File: config.mk
export PLATFORM = sky130hd
export DESIGN_NAME = edge_stage_sequencer_flat
export DESIGN_NICKNAME = d
export VERILOG_FILES = /design/src/rtl/edge_stage_sequencer_pkg.sv /design/src/rtl/edge_stage_sequencer_if.sv /design/src/rtl/edge_stage_sequencer_watchdog.sv /design/src/rtl/edge_stage_sequencer.sv /design/src/flat_wrapper.sv
export SDC_FILE = /design/constraint.sdc
export NUM_CORES = 1
export LEC_CHECK = 0
export BUFFER_PORTS_ARGS = -buffer_cell sky130_fd_sc_hd__buf_2
export CAP_MARGIN = 20
export CORE_ASPECT_RATIO = 0.9
export CORE_MARGIN = 5
export CORE_UTILIZATION = 45
export DETAILED_ROUTE_END_ITERATION = 7
export PLACE_DENSITY = 0.65
export SYNTH_ARGS = -nofsm -noshare
export SYNTH_HDL_FRONTEND = slang
export SYNTH_SLANG_ARGS = --single-unit
File: constraint.sdc
create_clock -name clk -period 2.6 [get_ports clk]
set_input_delay 0.39 -clock clk [delete_from_list [all_inputs] [get_ports clk]]
set_output_delay 0.39 -clock clk [all_outputs]
set_load 0.01 [all_outputs]
File: src/rtl/edge_stage_sequencer_pkg.sv
// Shared types and constants for the edge-detection stage sequencer.
package edge_pkg;

    typedef enum logic [2:0] {
        IDLE,
        SELECT,
        LAUNCH,
        WAIT,
        FINISH,
        ERROR
    } seq_state_t;

    // Stage order through the edge-detection pipeline.
    localparam int STAGE_GAUSS   = 0;
    localparam int STAGE_SOBEL   = 1;
    localparam int STAGE_NMS     = 2;
    localparam int STAGE_DTHRESH = 3;
    localparam int STAGE_HYST    = 4;

    localparam int DEF_NUM_STAGES     = 5;
    localparam int DEF_TIMEOUT_CYCLES = 4096;
    localparam int DEF_CNT_W          = 16;

endpackage

File: src/rtl/edge_stage_sequencer_if.sv
// Control/stage bundle between the host register block, the stages and the sequencer.
interface edge_stage_sequencer_if #(
    parameter int NUM_STAGES = 5,
    parameter int CNT_W      = 16
);
    localparam int IDX_W = $clog2(NUM_STAGES + 1);

    logic                  frame_start;
    logic                  abort;
    logic [NUM_STAGES-1:0] bypass_mask;
    logic [NUM_STAGES-1:0] stage_enable;
    logic [NUM_STAGES-1:0] stage_done;
    logic                  busy;
    logic [IDX_W-1:0]      active_stage;
    logic                  frame_done;
    logic                  error;
    logic [IDX_W-1:0]      err_stage;
    logic [CNT_W-1:0]      frame_count;

    // Host + stage side.
    modport master (
        output frame_start, abort, bypass_mask, stage_done,
        input  stage_enable, busy, active_stage, frame_done, error, err_stage, frame_count
    );

    // Sequencer side.
    modport slave (
        input  frame_start, abort, bypass_mask, stage_done,
        output stage_enable, busy, active_stage, frame_done, error, err_stage, frame_count
    );
endinterface

File: src/rtl/edge_stage_sequencer_watchdog.sv
// Per-stage hang detector: counts cycles spent waiting on the active stage.
module stage_watchdog #(
    parameter int TIMEOUT_CYCLES = 4096
) (
    input  logic clk,
    input  logic reset_n,
    input  logic clear,
    input  logic enable,
    output logic expired
);
    localparam int TW = (TIMEOUT_CYCLES > 1) ? $clog2(TIMEOUT_CYCLES) : 1;

    logic [TW-1:0] count;

    assign expired = (count == TW'(TIMEOUT_CYCLES - 1));

    // Clear on launch, count while waiting, hold once expired so it never wraps.
    always_ff @(posedge clk or negedge reset_n) begin
        if (!reset_n)
            count <= '0;
        else if (clear)
            count <= '0;
        else if (enable && !expired)
            count <= count + 1'b1;
    end
endmodule

File: src/rtl/edge_stage_sequencer.sv
// Frame sequencer for the edge-detection stages: launches each non-bypassed
// stage in index order and advances only on a rising edge of its done level.
module edge_stage_sequencer
    import edge_pkg::*;
#(
    parameter int NUM_STAGES     = DEF_NUM_STAGES,
    parameter int TIMEOUT_CYCLES = DEF_TIMEOUT_CYCLES,
    parameter int CNT_W          = DEF_CNT_W
) (
    input  logic                  clk,
    input  logic                  reset_n,
    edge_stage_sequencer_if.slave bus
);
    localparam int               IDX_W = $clog2(NUM_STAGES + 1);
    localparam logic [IDX_W-1:0] NONE  = IDX_W'(NUM_STAGES);

    seq_state_t            state;
    logic [IDX_W-1:0]      idx;
    logic [NUM_STAGES-1:0] mask;
    logic [NUM_STAGES-1:0] done_q;
    logic [NUM_STAGES-1:0] sel;
    logic                  cur_bypass;
    logic                  cur_edge;
    logic                  wd_expired;

    // One-hot of the selected stage; shifts out to zero once idx == NUM_STAGES.
    assign sel        = NUM_STAGES'(1) << idx;
    assign cur_bypass = |(mask & sel);
    // A level still high from a previous run is not a completion.
    assign cur_edge   = |(bus.stage_done & ~done_q & sel);

    stage_watchdog #(.TIMEOUT_CYCLES(TIMEOUT_CYCLES)) u_wd (
        .clk     (clk),
        .reset_n (reset_n),
        .clear   (state == LAUNCH),
        .enable  (state == WAIT),
        .expired (wd_expired)
    );

    // Previous-cycle done levels for rising-edge detection.
    always_ff @(posedge clk or negedge reset_n) begin
        if (!reset_n)
            done_q <= '0;
        else
            done_q <= bus.stage_done;
    end

    // Sequencer FSM; busy/active_stage are set alongside each transition so
    // they always describe the state being entered.
    always_ff @(posedge clk or negedge reset_n) begin
        if (!reset_n) begin
            state            <= IDLE;
            idx              <= '0;
            mask             <= '0;
            bus.stage_enable <= '0;
            bus.busy         <= 1'b0;
            bus.active_stage <= NONE;
            bus.frame_done   <= 1'b0;
            bus.error        <= 1'b0;
            bus.err_stage    <= '0;
            bus.frame_count  <= '0;
        end else begin
            bus.stage_enable <= '0;
            bus.frame_done   <= 1'b0;
            if (bus.abort && state != IDLE) begin
                // Abort beats everything, including a same-cycle done edge or timeout.
                state            <= IDLE;
                bus.busy         <= 1'b0;
                bus.active_stage <= NONE;
                bus.error        <= 1'b0;
            end else begin
                case (state)
                    IDLE, ERROR: begin
                        if (bus.frame_start && !bus.abort) begin
                            mask             <= bus.bypass_mask;
                            idx              <= '0;
                            bus.error        <= 1'b0;
                            bus.busy         <= 1'b1;
                            bus.active_stage <= '0;
                            state            <= SELECT;
                        end
                    end
                    SELECT: begin
                        if (idx == NONE) begin
                            state <= FINISH;
                        end else if (cur_bypass) begin
                            idx              <= idx + 1'b1;
                            bus.active_stage <= idx + 1'b1;
                        end else begin
                            state <= LAUNCH;
                        end
                    end
                    LAUNCH: begin
                        bus.stage_enable <= sel;
                        state            <= WAIT;
                    end
                    WAIT: begin
                        if (cur_edge) begin
                            idx              <= idx + 1'b1;
                            bus.active_stage <= idx + 1'b1;
                            state            <= SELECT;
                        end else if (wd_expired) begin
                            bus.error        <= 1'b1;
                            bus.err_stage    <= idx;
                            bus.busy         <= 1'b0;
                            bus.active_stage <= NONE;
                            state            <= ERROR;
                        end
                    end
                    FINISH: begin
                        bus.frame_done  <= 1'b1;
                        bus.frame_count <= bus.frame_count + CNT_W'(1);
                        bus.busy        <= 1'b0;
                        state           <= IDLE;
                    end
                    default: begin
                        bus.busy         <= 1'b0;
                        bus.active_stage <= NONE;
                        state            <= IDLE;
                    end
                endcase
            end
        end
    end
endmodule

File: src/flat_wrapper.sv
// flat-port wrapper written by rule: the top's interface ports become plain ports
module edge_stage_sequencer_flat import edge_pkg::*;
#(
    parameter int NUM_STAGES     = DEF_NUM_STAGES,
    parameter int TIMEOUT_CYCLES = DEF_TIMEOUT_CYCLES,
    parameter int CNT_W          = DEF_CNT_W
)
  (clk, reset_n, bus_frame_start, bus_abort, bus_bypass_mask, bus_stage_done, bus_stage_enable, bus_busy, bus_active_stage, bus_frame_done, bus_error, bus_err_stage, bus_frame_count);
  edge_stage_sequencer_if #(.NUM_STAGES(NUM_STAGES), .CNT_W(CNT_W)) bus_i ();
  input  logic clk;
  input  logic reset_n;
  input wire logic [$bits(bus_i.frame_start)-1:0] bus_frame_start;
  input wire logic [$bits(bus_i.abort)-1:0] bus_abort;
  input wire logic [$bits(bus_i.bypass_mask)-1:0] bus_bypass_mask;
  input wire logic [$bits(bus_i.stage_done)-1:0] bus_stage_done;
  output wire logic [$bits(bus_i.stage_enable)-1:0] bus_stage_enable;
  output wire logic [$bits(bus_i.busy)-1:0] bus_busy;
  output wire logic [$bits(bus_i.active_stage)-1:0] bus_active_stage;
  output wire logic [$bits(bus_i.frame_done)-1:0] bus_frame_done;
  output wire logic [$bits(bus_i.error)-1:0] bus_error;
  output wire logic [$bits(bus_i.err_stage)-1:0] bus_err_stage;
  output wire logic [$bits(bus_i.frame_count)-1:0] bus_frame_count;
  assign bus_i.frame_start = bus_frame_start;
  assign bus_i.abort = bus_abort;
  assign bus_i.bypass_mask = bus_bypass_mask;
  assign bus_i.stage_done = bus_stage_done;
  assign bus_stage_enable = bus_i.stage_enable;
  assign bus_busy = bus_i.busy;
  assign bus_active_stage = bus_i.active_stage;
  assign bus_frame_done = bus_i.frame_done;
  assign bus_error = bus_i.error;
  assign bus_err_stage = bus_i.err_stage;
  assign bus_frame_count = bus_i.frame_count;
  edge_stage_sequencer #(.NUM_STAGES(NUM_STAGES), .TIMEOUT_CYCLES(TIMEOUT_CYCLES), .CNT_W(CNT_W)) u_core (.clk(clk), .reset_n(reset_n), .bus(bus_i));
endmodule
==> metrics <==
Avg Inst Size Synth=around 10 µm²; number of setup buffers added after CTS=0; H-Tree Depth=3; min setup slack post-route=roughly 0.13 ns; Final min period=approximately 2.5 ns; outcome=finished clean; WL final=about 6.4 mm; # IOs=44; Clock Latency Late Sink=approximately 0.34 ns; final hold slack=roughly 0.17 ns; Max IR drop VDD=between 0.3 and 0.4 mV; Psw=1100 µW; synthesized area=approximately 0.0030 mm²; Crit Path Max Fanout=8; CP startpoint kind=register; Setup TNS Final=0 ns; FF+latch count, synth=between 50 and 60; RSZ-0062 raised after global routing=false; initial core utilization=45.8%; Final Wtd Congestion=about 0.85; clock power share=around 31%; global-route wire length before repair=around 11 mm; drt via density=5.35; Place WS=between 0.2 and 0.25 ns; vias after detailed routing=about 2300; drt first pass iters=4; CTS tree=done; initial drt markers=about 150; initial antenna violation count=0; core area=approximately 0.0065 mm²; Final ANT Viol Nets=0; Leak Pwr=0.00168 µW; total number of yosys warnings=0; commonest register cell after synthesis=dfrtp_1; Max-Cap Viols=0; layout cells sized above 1=25.1%; # clock sinks=58; Setup crit end kind=register; Overall Power=~3300 µW; Hold Vio Cnt, Final=0; total gr overflow=0; sequential share of the synthesized area=about half; Tot GR Track Use=between 10% and 20%; root buffer cell=clkbuf_8; # diodes=0; WL/cell=roughly 15 µm; required time worst endpoint=roughly 2.9 ns; Max Buffers Root-to-Sink=2; Syn Nets=approximately 310; Hold Crit Class=in2reg; synth unique cells=56; chip height=between 80 and 90 µm; combinational share of power=31.5%; die width=between 90 and 100 µm; die area=0.00836 mm²; vias in the first global route=approximately 2300; Reg clk slew, reported paths=0.06 ns; Crit path arrival time=~2.7 ns; Layout Nets=355; Max Fclk=slightly above 400 MHz; DPL Wire Length=between 4 and 5 mm; final max-slew violation count=0; Synth async-reset ratio=100%; Setup Skew=0.0126 ns; Flop pwr share=37.3%; Max-slew headroom=63.5%; TritonCTS Buffers=9; Post-route DRC=0; largest net degree at the start of global routing=26; final setup vio count=0; Switching Share=between 30% and 40%; internal power=2180 µW; kind of critical path=reg2reg; Cells after Synth=285; num rows=28; PortBufs=43; final period utilization=around 95%; worst slew pin tran=0.548 ns; Post-Place Cells=~400; PD cells=approximately 920 mW/mm²; Synth-to-Final Area Change=19.0%; EDFF count, synth=0; Fill cells=~600; post-route insts no fill=roughly 430
==> routing by layer <==
metal,routed length (µm),up-vias,part of all wire [%],global-route usage [%]
met3,448,13,7.0,5.62
li1,-,1110,-,-
met1,2930,1088,46,23.6
met4,117,0,1.8,8.53
met2,2940,85,46,25.5
met5,0,-,0,0
==> power groups by stage <==
stage                     Clock [µW]  Sequential, µW  Combinational [µW]
final                           1030            1220                1030
after global routing            1100            1250                1140
after global placement             0            1240                 995
after floorplan                    0            1180                 789
after detailed placement           0            1240                1020
after CTS                       1050            1220                1030
==> cell usage in the layout (no fill, tap or decap), types with 5 or more instances in the layout <==
cell / synthesis / layout
dfrtp_1: 56 / 56
buf_4: 1 / 7
xnor2_1: 21 / 21
inv_1: 8 / 8
o21ai_0: 10 / 10
mux2_2: 9 / 9
buf_2: 6 / 43
clkbuf_8: 0 / 10
a21oi_1: 5 / 5
o22ai_1: 5 / 5
and2_1: 7 / 7
nand2b_1: 7 / 7
nor3_1: 7 / 7
ha_1: 7 / 7
nor2_1: 28 / 28
nand3_1: 12 / 12
xor2_1: 7 / 7
nor4_1: 8 / 8
nand2_1: 19 / 19
==> cell type report <==
class                           instances  area, µm²  area share [%]
Clock buffer                           12        145            4.09
Clock inverter                          4       98.8            2.78
Inverter                                8       30.0           0.846
Multi-Input combinational cell        206       1430            40.3
Sequential cell                        58       1450            40.9
Tap cell                               90        113            3.17
Timing Repair Buffer                   51        278            7.82
==> worst max-delay path, cell delays in order, from the launching register on <==
cell and delay [ns]:
dfrtp_1 0.49, inv_1 0.12, ha_1 0.29, a222oi_1 0.40, nand2_1 0.16, a2111oi_1 0.55, a211oi_1 0.16, o32a_1 0.21
==> synth_stat cells, types with 5 or more instances <==
| cell type | number | area share [%] |
|---|---|---|
| dfrtp_1 | 56 | 47 |
| nor2_1 | 28 | 3.5 |
| xnor2_1 | 21 | 6.2 |
| nand2_1 | 19 | 2.4 |
| nand3_1 | 12 | 2.0 |
| o21ai_0 | 10 | 1.7 |
| mux2_2 | 9 | 3.4 |
| inv_1 | 8 | 1.0 |
| nor4_1 | 8 | 1.7 |
| and2_1 | 7 | 1.5 |
| ha_1 | 7 | 2.9 |
| nand2b_1 | 7 | 1.5 |
| nor3_1 | 7 | 1.2 |
| xor2_1 | 7 | 2.1 |
| buf_2 | 6 | 1.0 |
| a21oi_1 | 5 | 0.84 |
| clkbuf_1 | 5 | 0.63 |
| o22ai_1 | 5 | 1.0 |
==> through the flow <==
stage / cell area, µm² / utilization, %
2_1_floorplan: 2980 / -
3_3_place_gp: 3300 / 50.6
3_5_place_dp: 3300 / 50.6
4_1_cts: 3550 / 54.5
5_1_grt: 3550 / 54.5
6_report: 3550 / 54.5
==> kinds of logic (layout without fill, tap and decap cells) <==
group | Yosys count | after routing | synth area share [%]
adders and majority gates | 7 | 7 | 2.94
muxes | 12 | 12 | 4.53
xor gates and xnor gates | 28 | 28 | 8.22
AOI/OAI and AO/OA | 42 | 42 | 9.98
buffers and inverters | 21 | 75 | 3.27
DFF | 58 | 58 | 48.7
and+or+nand+nor | 117 | 117 | 22.3
==> repair_timing <==
item	in CTS	in global routing
setup endpoints to repair	0	3
gates resized for setup	0	1
endpoints found under the hold margin	15	0
hold buffers	1	0
==> worst paths after layout <==
path,slack [ns],startpoint,end,cells past startpoint
min in group asynchronous,0.49,reset_n,u_core.u_wd.count[8]$_DFFE_PN0P_,2
max in group asynchronous,1.40,reset_n,u_core.bus.active_stage[0]$_DFFE_PN1P_,3
worst min-delay path,0.17,bus_stage_done[4],u_core.done_q[4]$_DFF_PN0_,1
worst min register to register,0.47,u_core.bus.frame_count[15]$_DFFE_PN0P_,u_core.bus.frame_count[15]$_DFFE_PN0P_,1
worst max register to register,0.13,u_core.idx[0]$_DFFE_PN0P_,u_core.bus.active_stage[2]$_DFFE_PN1P_,7
worst max-delay path,0.13,u_core.idx[0]$_DFFE_PN0P_,u_core.bus.active_stage[2]$_DFFE_PN1P_,7
==> flip-flops by register name, summed over array words and instances (netlist names) <==
signal	flops
u_core.bus.frame_count	16
u_core.u_wd.count	12
u_core.bus.stage_enable	5
u_core.done_q	5
u_core.mask	5
u_core.bus.active_stage	3
u_core.bus.err_stage	3
u_core.idx	3
u_core.state	3
u_core.bus.busy	1
u_core.bus.error	1
u_core.bus.frame_done	1
(Power assumes the default switching activity.)
